[config.mk]
export PLATFORM = sky130hd
export DESIGN_NAME = pipeline_output_collector
export DESIGN_NICKNAME = d
export VERILOG_FILES = /design/src/rtl/pipeline_output_collector.sv
export SDC_FILE = /design/constraint.sdc
export NUM_CORES = 1
export LEC_CHECK = 0
export ABC_AREA = 1
export CAP_MARGIN = 15
export CORE_MARGIN = 2
export CORE_UTILIZATION = 47
export DETAILED_ROUTE_END_ITERATION = 8
export GPL_ROUTABILITY_DRIVEN = 0
export GPL_TIMING_DRIVEN = 0
export PLACE_DENSITY = 0.79
export SYNTH_ARGS = -nofsm -noshare
export SYNTH_HDL_FRONTEND = slang
export SYNTH_SLANG_ARGS = --single-unit
[constraint.sdc]
create_clock -name clk -period 5.2 [get_ports clk]
set_input_delay 1.04 -clock clk [delete_from_list [all_inputs] [get_ports clk]]
set_output_delay 1.04 -clock clk [all_outputs]
set_load 0.05 [all_outputs]
[src/rtl/pipeline_output_collector.sv]
// Credit-throttled result collector for a valid-only pipeline: buffers results in a
// DEPTH-entry FWFT FIFO and presents them ready/valid. Optional macro: COLLECTOR_BYPASS_EN.
module pipeline_output_collector #(
  parameter int DATA_WIDTH = 32,
  parameter int DEPTH      = 4,
  parameter int LATENCY    = 3
) (
  input  logic                  clk,
  input  logic                  rst,
  output logic                  in_ready,
  input  logic                  issue_valid,
  input  logic                  pipe_valid,
  input  logic [DATA_WIDTH-1:0] pipe_data,
  output logic                  out_valid,
  input  logic                  out_ready,
  output logic [DATA_WIDTH-1:0] out_data,
  output logic [7:0]            occupancy,
  output logic                  err
);

  localparam int              PW       = (DEPTH > 1) ? $clog2(DEPTH) : 1;
  localparam logic [7:0]      DEPTH_C  = 8'(DEPTH);
  localparam logic [PW-1:0]   LAST_PTR = PW'(DEPTH - 1);

  if (DEPTH < 1 || DEPTH > 255 || LATENCY < 1) begin : g_param_check
    $error("pipeline_output_collector: illegal DEPTH or LATENCY");
  end

  logic [DATA_WIDTH-1:0] mem [0:(1<<PW)-1];
  logic [PW-1:0]         rd_ptr, wr_ptr;
  logic [7:0]            occ_q, inflight_q, credits;
  logic                  err_q;
  logic                  bypass, push, pop, overflow, wr_en;
  logic                  issue_err, orphan_err;

  function automatic logic [PW-1:0] ptr_inc(input logic [PW-1:0] p);
    return (p == LAST_PTR) ? '0 : p + PW'(1);
  endfunction

  // Every slot is either in the FIFO or promised to an issued result, so in_ready
  // depends on registered counts only and never on this cycle's inputs.
  assign credits  = DEPTH_C - occ_q - inflight_q;
  assign in_ready = (credits != 8'd0);

  // Downstream handshake: out_valid/out_data are held until out_ready is seen high
  // in the same cycle; a transfer (pop) occurs on out_valid && out_ready.
`ifdef COLLECTOR_BYPASS_EN
  assign bypass    = (occ_q == 8'd0) && pipe_valid && out_ready;
  assign out_valid = (occ_q != 8'd0) || bypass;
  assign out_data  = bypass ? pipe_data : mem[rd_ptr];
`else
  assign bypass    = 1'b0;
  assign out_valid = (occ_q != 8'd0);
  assign out_data  = mem[rd_ptr];
`endif

  assign pop        = (occ_q != 8'd0) && out_ready;
  assign push       = pipe_valid && !bypass;
  assign overflow   = push && (occ_q == DEPTH_C) && !pop;
  assign wr_en      = push && !overflow;
  assign issue_err  = issue_valid && !in_ready;
  assign orphan_err = pipe_valid && (inflight_q == 8'd0) && !issue_valid;

  assign occupancy = occ_q;
  assign err       = err_q;

  always_ff @(posedge clk or posedge rst) begin
    if (rst) begin
      rd_ptr     <= '0;
      wr_ptr     <= '0;
      occ_q      <= 8'd0;
      inflight_q <= 8'd0;
      err_q      <= 1'b0;
      for (int i = 0; i < (1 << PW); i++) mem[i] <= '0;
    end else begin
      if (wr_en) begin
        mem[wr_ptr] <= pipe_data;
        wr_ptr      <= ptr_inc(wr_ptr);
      end
      if (pop) rd_ptr <= ptr_inc(rd_ptr);

      if (wr_en && !pop)      occ_q <= occ_q + 8'd1;
      else if (pop && !wr_en) occ_q <= occ_q - 8'd1;

      // Saturating: an illegal issue or orphan result flags err instead of wrapping.
      if (issue_valid && !pipe_valid && inflight_q != DEPTH_C)
        inflight_q <= inflight_q + 8'd1;
      else if (pipe_valid && !issue_valid && inflight_q != 8'd0)
        inflight_q <= inflight_q - 8'd1;

      if (issue_err || orphan_err || overflow) err_q <= 1'b1;
    end
  end

endmodule

==> impl_metrics.tcl, run 1 <==
set metrics [dict create \
    clkLatencyLatePin_ns 0.43 \
    max-slew-margin-rel_pct 58.2 \
    status "complete, no violations" \
    cellPowerDensity_nw_per_um2 759 \
    track_usage_pct 27.3 \
    clockBufferDepth 2 \
    vias 8031 \
    finalMaxSlewViolations 0 \
    dr.first_iter.drc_count 665 \
    total_power_mw 7.54 \
    synth_edf_count 0 \
    grt_max_degree 93 \
    tritoncts "done" \
    io_pins 80 \
    synth_fp_nets 1119 \
    viasPerCell 5.80 \
    cts_resized 0 \
    dieArea_um2 18500 \
    hp-class "reg2reg" \
    end_kind "output pin" \
    initial_utilization_pct 47.8 \
    finalClockSkew_ns 0.00684 \
    synth_top_cell_area_share_pct 45.4 \
    slowest_stage "clkdlybuf4s50_1" \
    cts_buffers 17 \
    vdd.ir_drop.worst_mv 0.538 \
    diodes 0 \
    die-width_um 136 \
    final_util_pct 57.9 \
    postCtsHoldBufs 0 \
    synth_top_flop_cell "dfrtp_1" \
    hold_viol 0 \
    cts_root_buf "clkbuf_16" \
    dr.pass1.iters 7 \
    max_freq_ghz 0.230 \
    cp_max_fo 6 \
    crit_family "adder cells" \
    drc 0 \
    wirelength_mm 24.3 \
    ys_top_cells_by_area "dfrtp_1 45%, nand2_1 15%, nand4_1 10%" \
    ant_nets 0 \
    path_clk_slew_ns 0.06 \
    clock-sinks 149 \
    cap_violations 0 \
    syn_to_final_growth_pct 21.1 \
    fin_crit_sh_pct 83.8 \
    dpl.hpwl_mm 16.4 \
    synth_area_leader_cell "dfrtp_1" \
    synthArstFlopShare_pct 100 \
    crit_buf_inv 3 \
    place_ws_ns 1.31 \
    tightest_slew_ns 0.627 \
    grt_overflow 0 \
    synth_common_cells "338 x nand2_1, 149 x dfrtp_1, 136 x nand4_1" \
    yosysMostFrequentCell "nand2_1" \
    setup_viol 0 \
    synthCells 1048 \
    fin_hold_ws_ns 0.466 \
    crit_required_ns 4.16 \
    row_count 48 \
    core_area_um2 17200 \
    grt_pass1_vias 7765 \
    port_buffers 78 \
    reg2reg_from "occupancy[4]" \
    min-delay-start "mem[92]" \
    crit_path_cell_trace "ha_1 > inv_1 > ha_1 > inv_1 > fa_1 > nand2_1 > nor2_1 > nand2_1 > nand3b_1 > nor2_1 > nand3_1 > clkdlybuf4s50_1" \
    syn_area_per_cell_um2 7.83 \
    layout-drive-gt1-share_pct 6.21 \
    fp.dieH_um 136 \
    criticalPathCategory "reg2out" \
    synth_seq_cells 149 \
    nNetsFinal 1217 \
    p_leak_nw 4.91 \
    yosysUniqueCellTypes 31 \
    grt_pass1_wl_mm 39.5 \
    synth_warnings 0 \
    arrival_ns 3.32 \
    synthesis.area_um2 8210 \
    antenna_found_initial 0 \
    startpoint "occupancy[1]" \
    cts_max_level 4 \
    startpoint_type "flop" \
    setup_slack_ns 0.845 \
    wl_per_cell_um 17.5 \
    post-cts-setup-buffers 0 \
    max_stage_delay_ns 0.71 \
    rsz0062_at_grt "false" \
    fin_crit_ns 4.36 \
    synth_seq_area_share_pct 45.4 \
]
## layout by cell type, fill, tap and decap left out, types with 4 or more instances in the layout
cell type,n
clkbuf_16,17
dfrtp_1,149
buf_2,18
o21ai_0,71
clkbuf_1,34
nand2_1,338
nand3_2,4
nand4_1,136
buf_6,12
nand3_1,23
o22ai_1,35
buf_1,14
nor2_1,83
clkdlybuf4s50_1,78
o21ai_1,4
inv_1,56
ha_1,31
a21oi_1,16
clkinv_4,4
## report_power, final
group | switching [mW] | internal, mW | total (mW)
Clock | 0.526 | 0.803 | 1.33
Combinational | 2.80 | 1.39 | 4.19
Sequential | 0.331 | 1.70 | 2.03
## per-layer routing
layer	vias up	global-route usage, %	wire length [um]	part of all wire [%]
li1	3753	-	-	-
met1	3796	35.3	10000	41
met2	404	44.1	11400	47
met3	78	6.23	2070	8.5
met4	0	12.1	747	3.1
met5	-	0	0	0
## stage by stage
stage	cells	area, um^2	setup TNS, ns
6_report	1384	9940	0
3_3_place_gp	1351	9270	-303.17
2_1_floorplan	1048	8210	0
5_1_grt	1384	9940	0
3_5_place_dp	1352	9300	0
4_1_cts	1384	9940	0
## cell families (layout without fill, tap and decap cells)
kind of cell	Yosys count	after routing	synth area share (%)
simple gates	591	591	32.1
buf+inv	136	247	7.64
fa+ha+maj	34	34	5.46
compound gates	132	132	8.74
flops	149	149	45.4
xor+xnor	6	6	0.640
## final cells by class
| type | instances | area [um^2] |
|---|---|---|
| multi-input combinational | 763 | 3850 |
| clock inverter | 12 | 170 |
| buffer | 79 | 413 |
| tap | 225 | 282 |
| clock buffer | 20 | 467 |
| sequential | 149 | 3730 |
| fill | 1587 | 7240 |
| timing repair buffer | 79 | 808 |
| inverter | 57 | 219 |
## state kept, by name (all words and copies together), names as in the netlist
register and cells:
mem 128, inflight_q 8, occupancy 8, rd_ptr 2, wr_ptr 2, err 1
## tightest hold or removal path: stages (launching register included)
cell and delay (ns):
dfrtp_1 0.34, nand2_1 0.05, nand2_1 0.04
## final timing paths
path,end,slack (ns),depth (start not counted)
setup / recovery,in_ready,0.84,12
hold / removal,mem[92],0.47,2
setup reg to reg,occupancy[7],2.28,17
hold reg to reg,mem[92],0.47,2
max in group asynchronous,mem[78],3.31,3
min in group asynchronous,mem[124],1.05,2
No activity file was read; power rests on OpenSTA's default activity.
==> run 2: changes to the inputs <==
clock period = 3.8 ns   (was 5.2 ns; I/O delays follow)
==> run 2 against run 1 <==
Power rose by 35%. Non-clock buffer count rose by 2. Die area did not move. Critical path depth fell by 5. Combinational power rose by 37%. Cell count barely moved. Clock skew rose by 0.0082 ns. Largest cell class unchanged. Largest power group unchanged. Highest routed layer unchanged.
==> impl_metrics.tcl, run 2 (synthesis gave the netlist of run 1 again) <==
set metrics [dict create \
    cts_buffers 17 \
    routed.top_layer "met4" \
    io_pins 80 \
    fin_area_um2 9920 \
    dr_wl_met2_mm 11.6 \
    holdPathStages 2 \
    fin_crit_ns 3.72 \
    setup_slack_ns 0.0833 \
    largest_reg_flops 128 \
    top_register "mem" \
    clock-sinks 149 \
    grt_overflow 0 \
    dr.pass1.iters 8 \
    row_count 48 \
    finalMaxSlewViolations 0 \
    nNetsFinal 1219 \
    core_area_um2 17200 \
    final_cell_mix "338 x nand2_1, 149 x dfrtp_1, 136 x nand4_1, 83 x nor2_1, 71 x o21ai_0" \
    slowest_stage "clkdlybuf4s50_1" \
    hold_end "mem[72]" \
    switching_share_pct 49.0 \
    place_ws_ns 0.185 \
    ant_nets 0 \
    dieArea_um2 18500 \
    diodes 0 \
    stdcell_count 1385 \
    hp-class "reg2reg" \
    clkLatencyLatePin_ns 0.44 \
    comb_power_share_pct 56.1 \
    seqPwrFrac_pct 27.3 \
    cts_root_buf "clkbuf_16" \
    initial_utilization_pct 47.8 \
    critPathMostFrequentCell "buf_2" \
    cellPowerDensity_nw_per_um2 1030 \
    layout-drive-gt1-share_pct 6.29 \
    tns_ns 0 \
    fin_crit_sh_pct 97.8 \
    pwr-share-clk_pct 16.6 \
    switching_power_mw 4.99 \
    status "complete, no violations" \
    place_inst 1354 \
    max_stage_delay_ns 0.84 \
    viasPerCell 5.81 \
    setup_viol 0 \
    p_int_mw 5.20 \
    arrival_ns 2.96 \
    fp.dieH_um 136 \
    max-slew-margin-rel_pct 48.8 \
    final_util_pct 57.8 \
    drc 0 \
    startpoint_type "flop" \
    r2r_cells 17 \
    rsz0062_at_grt "false" \
    die-width_um 136 \
    wl_met1_mm 10.2 \
    reg2reg_from "occupancy[6]" \
    dpl.hpwl_mm 16.6 \
    port_buffers 78 \
    post-cts-setup-buffers 0 \
    crit_path_cell_trace "buf_2 > inv_1 > buf_2 > clkbuf_1 > o21ai_0 > o22ai_1 > clkdlybuf4s50_1" \
    clockBufferDepth 2 \
    vias 8053 \
    hold_viol 0 \
    placed_area_um2 9330 \
    path_clk_slew_ns 0.06 \
    postCtsHoldBufs 0 \
    criticalPathCategory "reg2out" \
    wirelength_mm 24.6 \
    antenna_found_initial 0 \
    p_leak_nw 4.95 \
    wl_per_cell_um 17.7 \
    grt_max_degree 43 \
    tightest_slew_ns 0.766 \
    min-delay-start "mem[72]" \
    grt_pass1_vias 7951 \
    rr_endpoint "occupancy[7]" \
    cts_max_level 4 \
    layout_commonest_cell "nand2_1" \
    vdd.ir_drop.worst_mv 0.691 \
    max_freq_ghz 0.269 \
    cap_violations 0 \
    finalClockSkew_ns 0.0150 \
    fin_hold_ws_ns 0.468 \
    dr.first_iter.drc_count 821 \
    track_usage_pct 27.7 \
    crit_required_ns 3.04 \
    met3_wirelength_mm 2.01 \
    syn_to_final_growth_pct 20.9 \
    tritoncts "done" \
    cp_max_fo 10 \
    total_power_mw 10.2 \
    end_kind "output pin" \
    grt_pass1_wl_mm 39.9 \
    r2r_slack_ns 0.91 \
]
## run 2: cell count changes in the layout (fill, tap and decap cells not counted), sizes merged
cell,change
clkdlybuf4s50,-9
bufinv,-1
clkbuf,+1
dlymetal6s2s,+5
dlygate4sd2,+3
clkinv,-2
buf,+3
inv,-1
clkinvlp,+2
## run 2: final cells by class
| cell class | instances | area, um^2 |
|---|---|---|
| fillers | 1542 | 7260 |
| multi-input cells | 763 | 3850 |
| flip-flops and latches | 149 | 3730 |
| repair buffers | 81 | 845 |
| clock buffers | 21 | 460 |
| plain buffers | 79 | 414 |
| well taps | 225 | 282 |
| inverters | 57 | 218 |
| clock inverters | 10 | 121 |
## run 2: power by group through the flow
stage	Sequential (mW)	Combinational (mW)	Clock (mW)
CTS	2.77	5.68	1.70
detailed placement	2.78	5.62	0
finish	2.78	5.72	1.69
floorplan	2.81	3.93	0
global placement	2.75	5.48	0
global route	2.87	6.31	1.77
## run 2: worst max path at each step
stage,startpoint,endpoint,slack (ns),cells after the start
CTS,occupancy[1],in_ready,-0.03,12
finish,rd_ptr[0],out_data[11],0.08,7
floorplan,occupancy[1],in_ready,0.48,11
detailed placement,occupancy[1],in_ready,0.19,12
global route,rd_ptr[0],out_data[11],0.03,7
global placement,rst,mem[46],-0.20,2
## run 2: worst max-delay path: cells and delay by family (launching register included)
kind            cells  cell delay, ns
buf+inv             5            1.71
flops               1            0.42
compound gates      2            0.39
## run 2: layer usage
layer | vias to the layer above | GRT usage (%)
li1 | 3748 | -
met1 | 3852 | 35.8
met2 | 386 | 44.4
met3 | 67 | 6.45
met4 | 0 | 12.2
met5 | - | 0
## run 2: repair_timing
item | 4_1_cts | 5_1_grt
endpoints found under the setup margin | 4 | 8
pin swaps | 0 | 0
endpoints found under the hold margin | 0 | 0
resized for setup | 4 | 10
==> run 3: changes to the inputs <==
SLEW_MARGIN = 10   (was default)
TNS_END_PERCENT = 10   (was default)
==> run 3 against run 2 <==
Design area shrank 0.34%. Sequential cell count unchanged. Register-to-register slack is essentially flat. Via count fell by 0.68%. Wire length decreased by 2.4%. Power fell by 2.0%. Sequential power about the same. Die area unchanged. Cell count rose by 0.14%.
==> impl_metrics.tcl, run 3 (synthesis gave the netlist of run 1 again) <==
set metrics [dict create \
    status "complete, no violations" \
    slowest_stage "clkdlybuf4s50_1" \
    io_pins 80 \
    fill_cells 1590 \
    criticalPathCategory "reg2out" \
    max_freq_ghz 0.268 \
    clockBufferDepth 2 \
    grt_overflow 0 \
    final_cell_mix "338 x nand2_1, 149 x dfrtp_1, 136 x nand4_1, 83 x nor2_1, 71 x o21ai_0" \
    layout-drive-gt1-share_pct 6.28 \
    path_clk_slew_ns 0.06 \
    max_stage_delay_ns 0.86 \
    arrival_ns 2.97 \
    switching_share_pct 49.5 \
    crit_path_cell_trace "buf_2 > inv_1 > buf_2 > clkbuf_1 > o21ai_0 > o22ai_1 > clkdlybuf4s50_1" \
    comb_power_share_pct 57.1 \
    wl_per_cell_um 17.3 \
    layout_commonest_cell "nand2_1" \
    startpoint_type "flop" \
    clkLatencyLatePin_ns 0.43 \
    place_inst 1355 \
    nNetsFinal 1220 \
    crit_family "buffers and inverters" \
    vdd.ir_drop.worst_mv 0.664 \
    postCtsHoldBufs 0 \
    fin_hold_ws_ns 0.467 \
    r2r_cells 17 \
    grt_pass1_wl_mm 39.4 \
    drc 0 \
    place_ws_ns 0.183 \
    fin_area_um2 9890 \
    finalClockSkew_ns 0.00889 \
    post-cts-setup-buffers 0 \
    seq_area_um2 3730 \
    rsz0062_at_grt "false" \
    track_usage_pct 27.2 \
    diodes 0 \
    pwr-share-clk_pct 15.2 \
    end_kind "output pin" \
    finalMaxSlewViolations 0 \
    syn_to_final_growth_pct 20.5 \
    clock-sinks 149 \
    cp_max_fo 10 \
    dr.first_iter.drc_count 802 \
    fin_crit_sh_pct 98.1 \
    cts_root_buf "clkbuf_16" \
    grt_pass1_vias 7834 \
    row_count 48 \
    stdcell_count 1387 \
    critPathMostFrequentCell "buf_2" \
    final_util_pct 57.6 \
    core_area_um2 17200 \
    p_leak_nw 4.95 \
    max-slew-margin-rel_pct 57.9 \
    cts_buffers 17 \
    ant_nets 0 \
    fp.dieH_um 136 \
    switching_power_mw 4.94 \
    cellPowerDensity_nw_per_um2 1010 \
    viasPerCell 5.77 \
    cap_violations 0 \
    setup_viol 0 \
    cp_num_cells 7 \
    tightest_slew_ns 0.632 \
    cts_max_level 4 \
    dieArea_um2 18500 \
    holdPathStages 2 \
    hold_viol 0 \
    initial_utilization_pct 47.8 \
    multi_input_area_um2 3850 \
    dr.pass1.iters 5 \
    die-width_um 136 \
    antenna_found_initial 0 \
    hp-class "reg2reg" \
    tns_ns 0 \
    top_register "mem" \
    vias 7998 \
    port_buffers 78 \
    total_power_mw 9.99 \
    placed_area_um2 9350 \
    grt_max_degree 38 \
    tritoncts "done" \
    fin_crit_ns 3.73 \
    p_int_mw 5.05 \
    crit_buf_inv 5 \
    dpl.hpwl_mm 16.6 \
    wirelength_mm 24.0 \
    setup_slack_ns 0.0726 \
    largest_reg_flops 128 \
    seqPwrFrac_pct 27.8 \
    crit_required_ns 3.04 \
]
-- run 3: path summary, 6_finish.rpt --
kind	to	startpoint	slack, ns
max	out_data[18]	rd_ptr[0]	0.07
min	mem[39]	mem[39]	0.47
max reg2reg	occupancy[7]	occupancy[6]	0.91
min reg2reg	mem[39]	mem[39]	0.47
max in group asynchronous	mem[77]	rst	2.29
min in group asynchronous	mem[124]	rst	0.73
-- run 3: timing repair --
action,CTS,global route
endpoints found under the setup margin,6,8
resized for setup,2,9
cloned,0,0
-- run 3: area by class of cell --
cell class,instances,area share [%]
Timing Repair Buffer,82,8.83
Clock buffer,21,4.46
Inverter,57,2.20
Clock inverter,11,0.797
Buffer,79,4.19
Tap cell,225,2.85
Multi-Input combinational cell,763,39.0
Sequential cell,149,37.7
-- run 3: power by group through the flow --
stage	Sequential (mW)	Combinational, mW	Clock, mW
finish	2.77	5.70	1.52
global route	2.86	6.30	1.60
CTS	2.76	5.67	1.53
detailed placement	2.78	5.63	0
global placement	2.75	5.48	0
floorplan	2.81	3.93	0
-- run 3: layer usage --
metal,share of wire (%),track usage (%)
met5,0,0
met4,2.6,11.1
met3,9.3,6.86
met2,48,44.2
met1,40,34.8
-- run 3: tightest hold or removal path, delay by kind of cell (launching register included) --
family / cells / cell delay [ns]
DFF: 1 / 0.34
and+or+nand+nor: 2 / 0.10
